===== src/rtl/argmax_seq_ctrl.sv =====
// Serial argmax over the output-layer score buffer: one read per cycle, running max plus class tag.
// Latency: start edge to res_valid is N_CLASS+RD_LAT+1 edges, or k+RD_LAT+2 when class k saturates.
// Backpressure: the result holds in DONE until res_ready; start is ignored outside IDLE.
module argmax_seq_ctrl #(
  parameter int N_CLASS = 10,
  parameter int DW      = 8,
  parameter int AW      = 4,
  parameter int RD_LAT  = 1
) (
  input  logic          clk,
  input  logic          rst_n,
  input  logic          start,
  input  logic          abort,
  output logic          rd_en,
  output logic [AW-1:0] rd_addr,
  input  logic [DW-1:0] rd_data,
  output logic          busy,
  output logic          res_valid,
  input  logic          res_ready,
  output logic [AW-1:0] res_class,
  output logic [DW-1:0] res_score,
  output logic          res_sat
);

  typedef enum logic [1:0] {IDLE, FETCH, DRAIN, DONE} state_t;

  localparam logic [DW-1:0] SAT_CODE = {1'b1, {(DW-1){1'b0}}};
  localparam logic [AW-1:0] LAST_CLS = AW'(N_CLASS - 1);

  state_t          state_q;
  logic            rd_en_q;
  logic [AW-1:0]   rd_addr_q;
  logic            busy_q;
  logic            res_valid_q;
  logic [AW-1:0]   res_class_q;
  logic [DW-1:0]   res_score_q;
  logic            res_sat_q;

  // Read-valid pipe: entry RD_LAT-1 lines up with rd_data.
  logic [RD_LAT-1:0] pipe_vld_q;
  logic [AW-1:0]     pipe_tag_q [RD_LAT];

  // Captured score waiting for comparison on the following edge.
  logic            cmp_vld_q;
  logic [DW-1:0]   cmp_dat_q;
  logic [AW-1:0]   cmp_cls_q;

  // Running maximum of the current scan.
  logic [DW-1:0]   max_q, max_d;
  logic [AW-1:0]   cls_q, cls_d;

  logic            head_vld;
  logic            head_sat;
  logic            take_new;
  logic            scan_end;

  // Map sign-magnitude scores onto an unsigned rank: saturation on top,
  // positives above all negatives, negatives reversed by magnitude.
  function automatic logic [DW:0] rank_f(input logic [DW-1:0] s);
    logic [DW:0] r;
    if (s == SAT_CODE)  r = {1'b1, {DW{1'b0}}};
    else if (!s[DW-1])  r = {2'b01, s[DW-2:0]};
    else                r = {2'b00, ~s[DW-2:0]};
    return r;
  endfunction

  // Compare captured score against running max; strict greater keeps the lower class on ties.
  always_comb begin
    head_vld = pipe_vld_q[RD_LAT-1];
    head_sat = head_vld && (rd_data == SAT_CODE);
    take_new = cmp_vld_q && ((cmp_cls_q == '0) || (rank_f(cmp_dat_q) > rank_f(max_q)));
    max_d    = take_new ? cmp_dat_q : max_q;
    cls_d    = take_new ? cmp_cls_q : cls_q;
    scan_end = cmp_vld_q && ((cmp_dat_q == SAT_CODE) || (cmp_cls_q == LAST_CLS));
  end

  // Sequencer, read pipe, compare stage and registered result outputs.
  always_ff @(posedge clk or negedge rst_n) begin
    if (!rst_n) begin
      state_q     <= IDLE;
      rd_en_q     <= 1'b0;
      rd_addr_q   <= '0;
      busy_q      <= 1'b0;
      res_valid_q <= 1'b0;
      res_class_q <= '0;
      res_score_q <= '0;
      res_sat_q   <= 1'b0;
      pipe_vld_q  <= '0;
      for (int i = 0; i < RD_LAT; i++) pipe_tag_q[i] <= '0;
      cmp_vld_q   <= 1'b0;
      cmp_dat_q   <= '0;
      cmp_cls_q   <= '0;
      max_q       <= '0;
      cls_q       <= '0;
    end else if (abort) begin
      state_q     <= IDLE;
      rd_en_q     <= 1'b0;
      busy_q      <= 1'b0;
      res_valid_q <= 1'b0;
      pipe_vld_q  <= '0;
      cmp_vld_q   <= 1'b0;
    end else begin
      pipe_vld_q[0] <= rd_en_q;
      pipe_tag_q[0] <= rd_addr_q;
      for (int i = 1; i < RD_LAT; i++) begin
        pipe_vld_q[i] <= pipe_vld_q[i-1];
        pipe_tag_q[i] <= pipe_tag_q[i-1];
      end
      cmp_vld_q <= head_vld;
      if (head_vld) begin
        cmp_dat_q <= rd_data;
        cmp_cls_q <= pipe_tag_q[RD_LAT-1];
      end
      if (cmp_vld_q) begin
        max_q <= max_d;
        cls_q <= cls_d;
      end
      case (state_q)
        IDLE: begin
          if (start) begin
            state_q   <= FETCH;
            rd_en_q   <= 1'b1;
            rd_addr_q <= '0;
            busy_q    <= 1'b1;
          end
        end
        FETCH, DRAIN: begin
          if (scan_end) begin
            state_q     <= DONE;
            rd_en_q     <= 1'b0;
            busy_q      <= 1'b0;
            res_valid_q <= 1'b1;
            res_class_q <= cls_d;
            res_score_q <= max_d;
            res_sat_q   <= (max_d == SAT_CODE);
          end else if (head_sat) begin
            // Saturation arriving: stop issuing and drop anything still in flight.
            state_q    <= DRAIN;
            rd_en_q    <= 1'b0;
            pipe_vld_q <= '0;
          end else if (state_q == FETCH) begin
            if (rd_addr_q == LAST_CLS) begin
              state_q <= DRAIN;
              rd_en_q <= 1'b0;
            end else begin
              rd_addr_q <= rd_addr_q + AW'(1);
            end
          end
        end
        DONE: begin
          if (res_ready) begin
            state_q     <= IDLE;
            res_valid_q <= 1'b0;
          end
        end
        default: state_q <= IDLE;
      endcase
    end
  end

  assign rd_en     = rd_en_q;
  assign rd_addr   = rd_addr_q;
  assign busy      = busy_q;
  assign res_valid = res_valid_q;
  assign res_class = res_class_q;
  assign res_score = res_score_q;
  assign res_sat   = res_sat_q;

endmodule


===== config.mk =====
export PLATFORM = sky130hd
export DESIGN_NAME = argmax_seq_ctrl
export DESIGN_NICKNAME = d
export VERILOG_FILES = /design/src/rtl/argmax_seq_ctrl.sv
export SDC_FILE = /design/constraint.sdc
export NUM_CORES = 1
export LEC_CHECK = 0
export BUFFER_PORTS_ARGS = -buffer_cell sky130_fd_sc_hd__buf_2
export CORE_MARGIN = 1
export CORE_UTILIZATION = 48
export CTS_CLUSTER_SIZE = 14
export DETAILED_ROUTE_END_ITERATION = 7
export PLACE_DENSITY = 0.68
export SETUP_SLACK_MARGIN = 0.02
export SLEW_MARGIN = 20
export SYNTH_ARGS = -nofsm -noshare
export SYNTH_HDL_FRONTEND = slang
export SYNTH_SLANG_ARGS = --single-unit

===== constraint.sdc =====
create_clock -name clk -period 7.42 [get_ports clk]
set_input_delay 0 -clock clk [delete_from_list [all_inputs] [get_ports clk]]
set_output_delay 0 -clock clk [all_outputs]
set_load 0.03 [all_outputs]

### Word level (Yosys, flattened, before mapping)

Cells that the tools add are included.

| word-level totals | value |
|---|---|
| bits in registers | 52 |
| logic and storage cells | 97 |
| output and inout port bits | 20 |
| input port bits | 13 |

| operators by class | value |
|---|---|
| bitwise operators | 3 |
| reduce and logical (&&, ||, !) cells | 19 |
| muxes and demuxes | 39 |
| magnitude comparators | 1 |
| equality and inequality tests | 19 |
| $add $sub $neg | 1 |

Operator list:

| cell | count |
|---|---|
| $eq A8 B8 Y1 const B | 4 |
| $mux W4 | 6 |
| $mux W8 | 3 |
| $mux W9 | 2 |
| $mux W1 | 16 |
| $mux W2 | 7 |
| $not A7 Y7 | 2 |
| $ne A2 B2 Y1 const B | 5 |
| $ne A5 B5 Y1 const B | 2 |
| $gt A9 B9 Y1 | 1 |
| $ne A3 B3 Y1 const B | 3 |
| $reduce_and A3 Y1 | 3 |
| $eq A4 B4 Y1 const B | 2 |
| $pmux W4 S2 | 1 |
| $reduce_and A4 Y1 | 2 |
| $reduce_and A7 Y1 | 1 |
| $pmux W1 S2 | 3 |
| $pmux W2 S3 | 1 |
| $reduce_bool A3 Y1 | 2 |
| $add A4 B1 Y4 const B | 1 |
| $eq A2 B2 Y1 const B | 2 |
| $logic_not A4 Y1 | 1 |
| $reduce_and A2 Y1 | 2 |
| $logic_and A1 B1 Y1 | 3 |
| other kinds (6) | 7 |

### Longest topological paths before layout

| depth | value |
|---|---|
| depth after elaboration | 8 |
| mapped depth | 13 |
| depth with buffers taken out | 11 |

### Least setup slack after synthesis

OpenSTA, ideal clock, no wires.

| timing | value |
|---|---|
| path type | register -> register |
| from | register cmp_dat_q[1] |
| to | register cls_q[0] |
| path buffers | 2 |
| required time | 7295 ps |
| cell stages (with the launch flop) | 14 |
| clock period less this slack | 3325 ps |
| slack | 4095 ps |
| arrival | 3200 ps |
| setup time | 125 ps |
| cells stage by stage | dfrtp_1 > or4_4 > nor3_1 > and2_1 > buf_4 > nor2_1 > ha_1 > a21oi_1 > nor2_1 > o31ai_1 > a22oi_1 > o21ai_1 > buf_2 > mux2_2 |

| between the ends | value |
|---|---|
| longest elaborated chain between the ends | 7 |
| elaborated cells on any way between the ends | 8 |
| classes of those cells | 1 x order compare; 1 x eq/ne; 3 x mux; 1 x bitwise; 2 x reduce/logical |

RTL lines:

| what | RTL line | RTL |
|---|---|---|
| start: declaration | 45 | `logic [DW-1:0] cmp_dat_q;` |
| start signal: assignment | 111 | `cmp_dat_q <= rd_data;` |
| branches (longest 2 deep; another with $eq A8 B8 Y1) | - |  |
| $mux W9 * | 61 | `if (s == SAT_CODE) r = {1'b1, {DW{1'b0}}};` |
| $gt A9 B9 Y1 * | 71 | `take_new = cmp_vld_q && ((cmp_cls_q == '0) \|\| (rank_f(cmp_dat_q) > rank_f(max_q)));` |
| $logic_or A1 B1 Y1 * | 71 |  |
| $logic_and A1 B1 Y1 * | 71 |  |
| $mux W4 * | 73 | `cls_d = take_new ? cmp_cls_q : cls_q;` |
| end signal: assignment | 116 | `cls_q <= cls_d;` |
| end: declaration | 50 | `logic [AW-1:0] cls_q, cls_d;` |

Mark *: on every way between the ends.
A chain may end at the register's enable or synchronous reset.

### Worst setup path in the final report

| timing | value |
|---|---|
| from | register cmp_dat_q[1] |
| to | register max_q[4] |

| between the ends | value |
|---|---|
| longest elaborated chain between the ends | 7 |
| elaborated cells on any way between the ends | 8 |
| classes of those cells | 1 x order compare; 1 x eq/ne; 3 x mux; 1 x bitwise; 2 x reduce/logical |

RTL lines:

| what | RTL line | RTL |
|---|---|---|
| branches (longest 2 deep; another with $eq A8 B8 Y1) | - |  |
| $mux W9 * | 61 |  |
| $gt A9 B9 Y1 * | 71 |  |
| $logic_or A1 B1 Y1 * | 71 |  |
| $logic_and A1 B1 Y1 * | 71 |  |
| $mux W8 * | 72 | `max_d = take_new ? cmp_dat_q : max_q;` |
| end signal: assignment | 115 | `max_q <= max_d;` |
| end: declaration | 49 | `logic [DW-1:0] max_q, max_d;` |

Marked as above.

==> impl_metrics.json <==
{
  "synth_xor_area_share_pct": 4.22,
  "ios": 33,
  "worstPathMaxFanout": 15,
  "period_share_pct": 56.6,
  "vias_per_cell": 5.59,
  "cts_made_buffers": 5,
  "tightestPinTransition_ns": 1.12,
  "postCtsSetupBuffers": 0,
  "synth-main-ff-cell": "dfrtp_1",
  "globalRoute.totalOverflow": 0,
  "grt_max_degree": 53,
  "antenna_left": 0,
  "dp_slack_ns": 3.23,
  "drt_iter0_drc": 198,
  "setup_violations": 0,
  "die_w_um": 79.8,
  "cp.required_ns": 7.62,
  "whs_ns": 0.0876,
  "port_buffers": 32,
  "rsz0062_at_grt": "false",
  "async_flop_share_pct": 100,
  "setup_slack_ns": 3.22,
  "yosysUniqueCellTypes": 51,
  "insertion_delay_ns": 0.30,
  "fp-row-count": 27,
  "r2r_cells": 12,
  "grt_pass1_wl_um": 10700,
  "synth_mux_area_share_pct": 7.62,
  "max_slew_margin_pct": 24.8,
  "yosysMostFrequentCell": "dfrtp_1",
  "avgSynthCellArea_um2": 9.88,
  "cts-root-buf": "clkbuf_8",
  "synth_seq_area_share_pct": 44.8,
  "hold_violations": 0,
  "ctsResizeCount": 0,
  "worst_setup_path_end_kind": "register",
  "cts.sinks": 52,
  "antenna_found_initial": 0,
  "grt_pass1_vias": 2227,
  "yosysWarnings": 0,
  "syn2layout_area_growth_pct": 12.3,
  "gp_congestion": 0.905,
  "start_util_pct": 51.2,
  "die_area_mm2": 0.00637,
  "finalNetCount": 361,
  "drive_above_1_share_pct": 19.6,
  "power.density_mw_per_mm2": 398,
  "drc": 0,
  "grt.total_usage_pct": 22.2,
  "cap_violations": 0,
  "synth_compound_area_share_pct": 14.3,
  "wirelength_um": 6400,
  "yosys.area_share.adder_pct": 6.89,
  "r2r_end": "max_q[4]",
  "ys_top_cells_by_count": "dfrtp_1 (52), nand2_1 (26), nor2_1 (24)",
  "syn_area_mm2": 0.00291,
  "synth_top_area_share_pct": 44.8,
  "holdPathStages": 4,
  "outcome": "finished clean",
  "n_antenna_cell": 0,
  "synth_edf_count": 0,
  "yosys_register_bits": 52,
  "p_leak_nw": 1.61,
  "cp-start-kind": "register",
  "cts_tree": "built",
  "hold_buffers": 10,
  "synth.area.top_cells": "dfrtp_1 (45%), ha_1 (6.9%), mux2_2 (6.6%), nand2_1 (3.4%), a21oi_1 (3.3%)",
  "clkTransAtPathRegs_ns": 0.09,
  "dr.pass1.iters": 4,
  "via_count": 2260,
  "hpwlAfterDp_um": 4590,
  "fin_worst_skew_ns": 0.00677,
  "fin_crit_ns": 4.20,
  "synthCells": 294,
  "min_to": "busy",
  "core_region_area_mm2": 0.00568,
  "synth_top_family_by_area": "simple AND/OR/NAND/NOR gates",
  "vdd_drop_max_mv": 0.327,
  "yosys.area.top_type": "dfrtp_1",
  "max_freq_mhz": 238,
  "htree_levels": 2,
  "reg2reg_slack_ns": 3.22,
  "worstReg2RegStart": "cmp_dat_q[1]",
  "slew_violations": 0,
  "cp.arrival_ns": 4.39,
  "syn_nets": 323,
  "crit_type": "register to register",
  "die_h_um": 79.8,
  "clk_path_buf_depth": 2,
  "post_drt_wl_per_cell_um": 15.8,
  "worstHoldStart": "start",
  "hp-class": "input pin to register",
  "finalSetupTns_ns": 0,
  "yosys.area_share.simple_pct": 16.4
}
layout make-up:
class / instances / area [um^2]
Inverter: 20 / 75.1
Clock inverter: 1 / 5.00
Sequential cell: 52 / 1300
Tap cell: 72 / 90.1
Multi-Input combinational cell: 208 / 1440
Clock buffer: 6 / 72.6
Timing Repair Buffer: 45 / 283
Fill cell: 514 / 2410
layer usage:
| layer | routed length (um) | up-vias | global-route usage [%] |
|---|---|---|---|
| met5 | 0 | - | 0 |
| met3 | 212 | 9 | 3.66 |
| li1 | - | 1118 | - |
| met1 | 3050 | 1076 | 30.3 |
| met4 | 123 | 0 | 9.82 |
| met2 | 3020 | 57 | 34.7 |
logic make-up after synthesis:
group,after synthesis
multiplexers,20
AND/OR/NAND/NOR,94
buffers and inverters,34
XOR/XNOR,14
AO/OA/AOI/OAI,64
flip-flops,52
adder cells (fa/ha/maj),16
placed cells by master, fill, tap and decap left out, types with 2 or more instances in the layout:
cell	Yosys	layout
and2_1	2	2
xor2_1	8	8
ha_1	16	16
nand2b_1	6	6
o32ai_1	8	8
a31oi_1	4	4
buf_4	1	3
xnor2_1	6	6
o22ai_1	2	2
nor4_1	2	2
o21ai_0	15	15
dlygate4sd3_1	0	10
clkbuf_8	1	5
nor3_1	6	6
a21oi_1	19	19
nor2_1	24	24
dfrtp_1	52	52
buf_2	3	32
mux2_2	17	17
inv_1	20	20
nand2_1	26	26
nand4_1	5	5
mux2i_1	3	3
nor2b_1	3	3
nand3_1	11	11
state kept, by name, indices dropped and copies added (netlist names):
name and cells:
res_valid 1, busy 1, state_q 2, cmp_vld_q 1, cmp_cls_q 4, rd_en 1
head_vld 1, res_score 8, rd_addr 4, res_class 4, max_q 8, res_sat 1
pipe_tag_q 4, cmp_dat_q 8, cls_q 4
how the worst max path moves through the flow:
| stage | cells after the start | startpoint | slack [ns] | to |
|---|---|---|---|---|
| final | 12 | cmp_dat_q[1] | 3.22 | max_q[4] |
| after global routing | 12 | cmp_dat_q[1] | 2.91 | max_q[4] |
| after CTS | 12 | cmp_dat_q[1] | 3.19 | max_q[4] |
| after detailed placement | 12 | cmp_dat_q[1] | 3.23 | max_q[4] |
| after global placement | 12 | cmp_dat_q[1] | 3.34 | max_q[2] |
| after floorplan | 13 | cmp_dat_q[1] | 4.09 | cls_q[0] |
power by group:
part	internal, mW	switching (mW)	total (mW)	leakage (nW)
Combinational	0.270	0.401	0.671	0.879
Clock	0.0644	0.0897	0.154	0.0410
Sequential	0.366	0.108	0.474	0.687
critical path, stage by stage (launching register included):
cell     delay, ns
dfrtp_1       0.42
or4_4         0.57
nor3_1        0.22
and2_1        0.35
nor2_1        0.10
ha_1          0.33
a21oi_1       0.15
nor2_1        0.05
o31ai_1       0.28
a22oi_1       0.11
buf_4         0.21
o21ai_1       0.87
mux2_2        0.42
per-stage QoR:
stage | cell area, um^2 | cells | power, mW | utilization, %
3_3_place_gp | 3090 | 387 | 1.12 | 54.4
4_1_cts | 3260 | 404 | 1.30 | 57.5
3_5_place_dp | 3090 | 387 | 1.13 | 54.4
2_1_floorplan | 2910 | 294 | 0.958 | -
6_report | 3260 | 404 | 1.30 | 57.5
5_1_grt | 3260 | 404 | 1.41 | 57.5
Note: power is estimated with default switching activity, not from simulation.
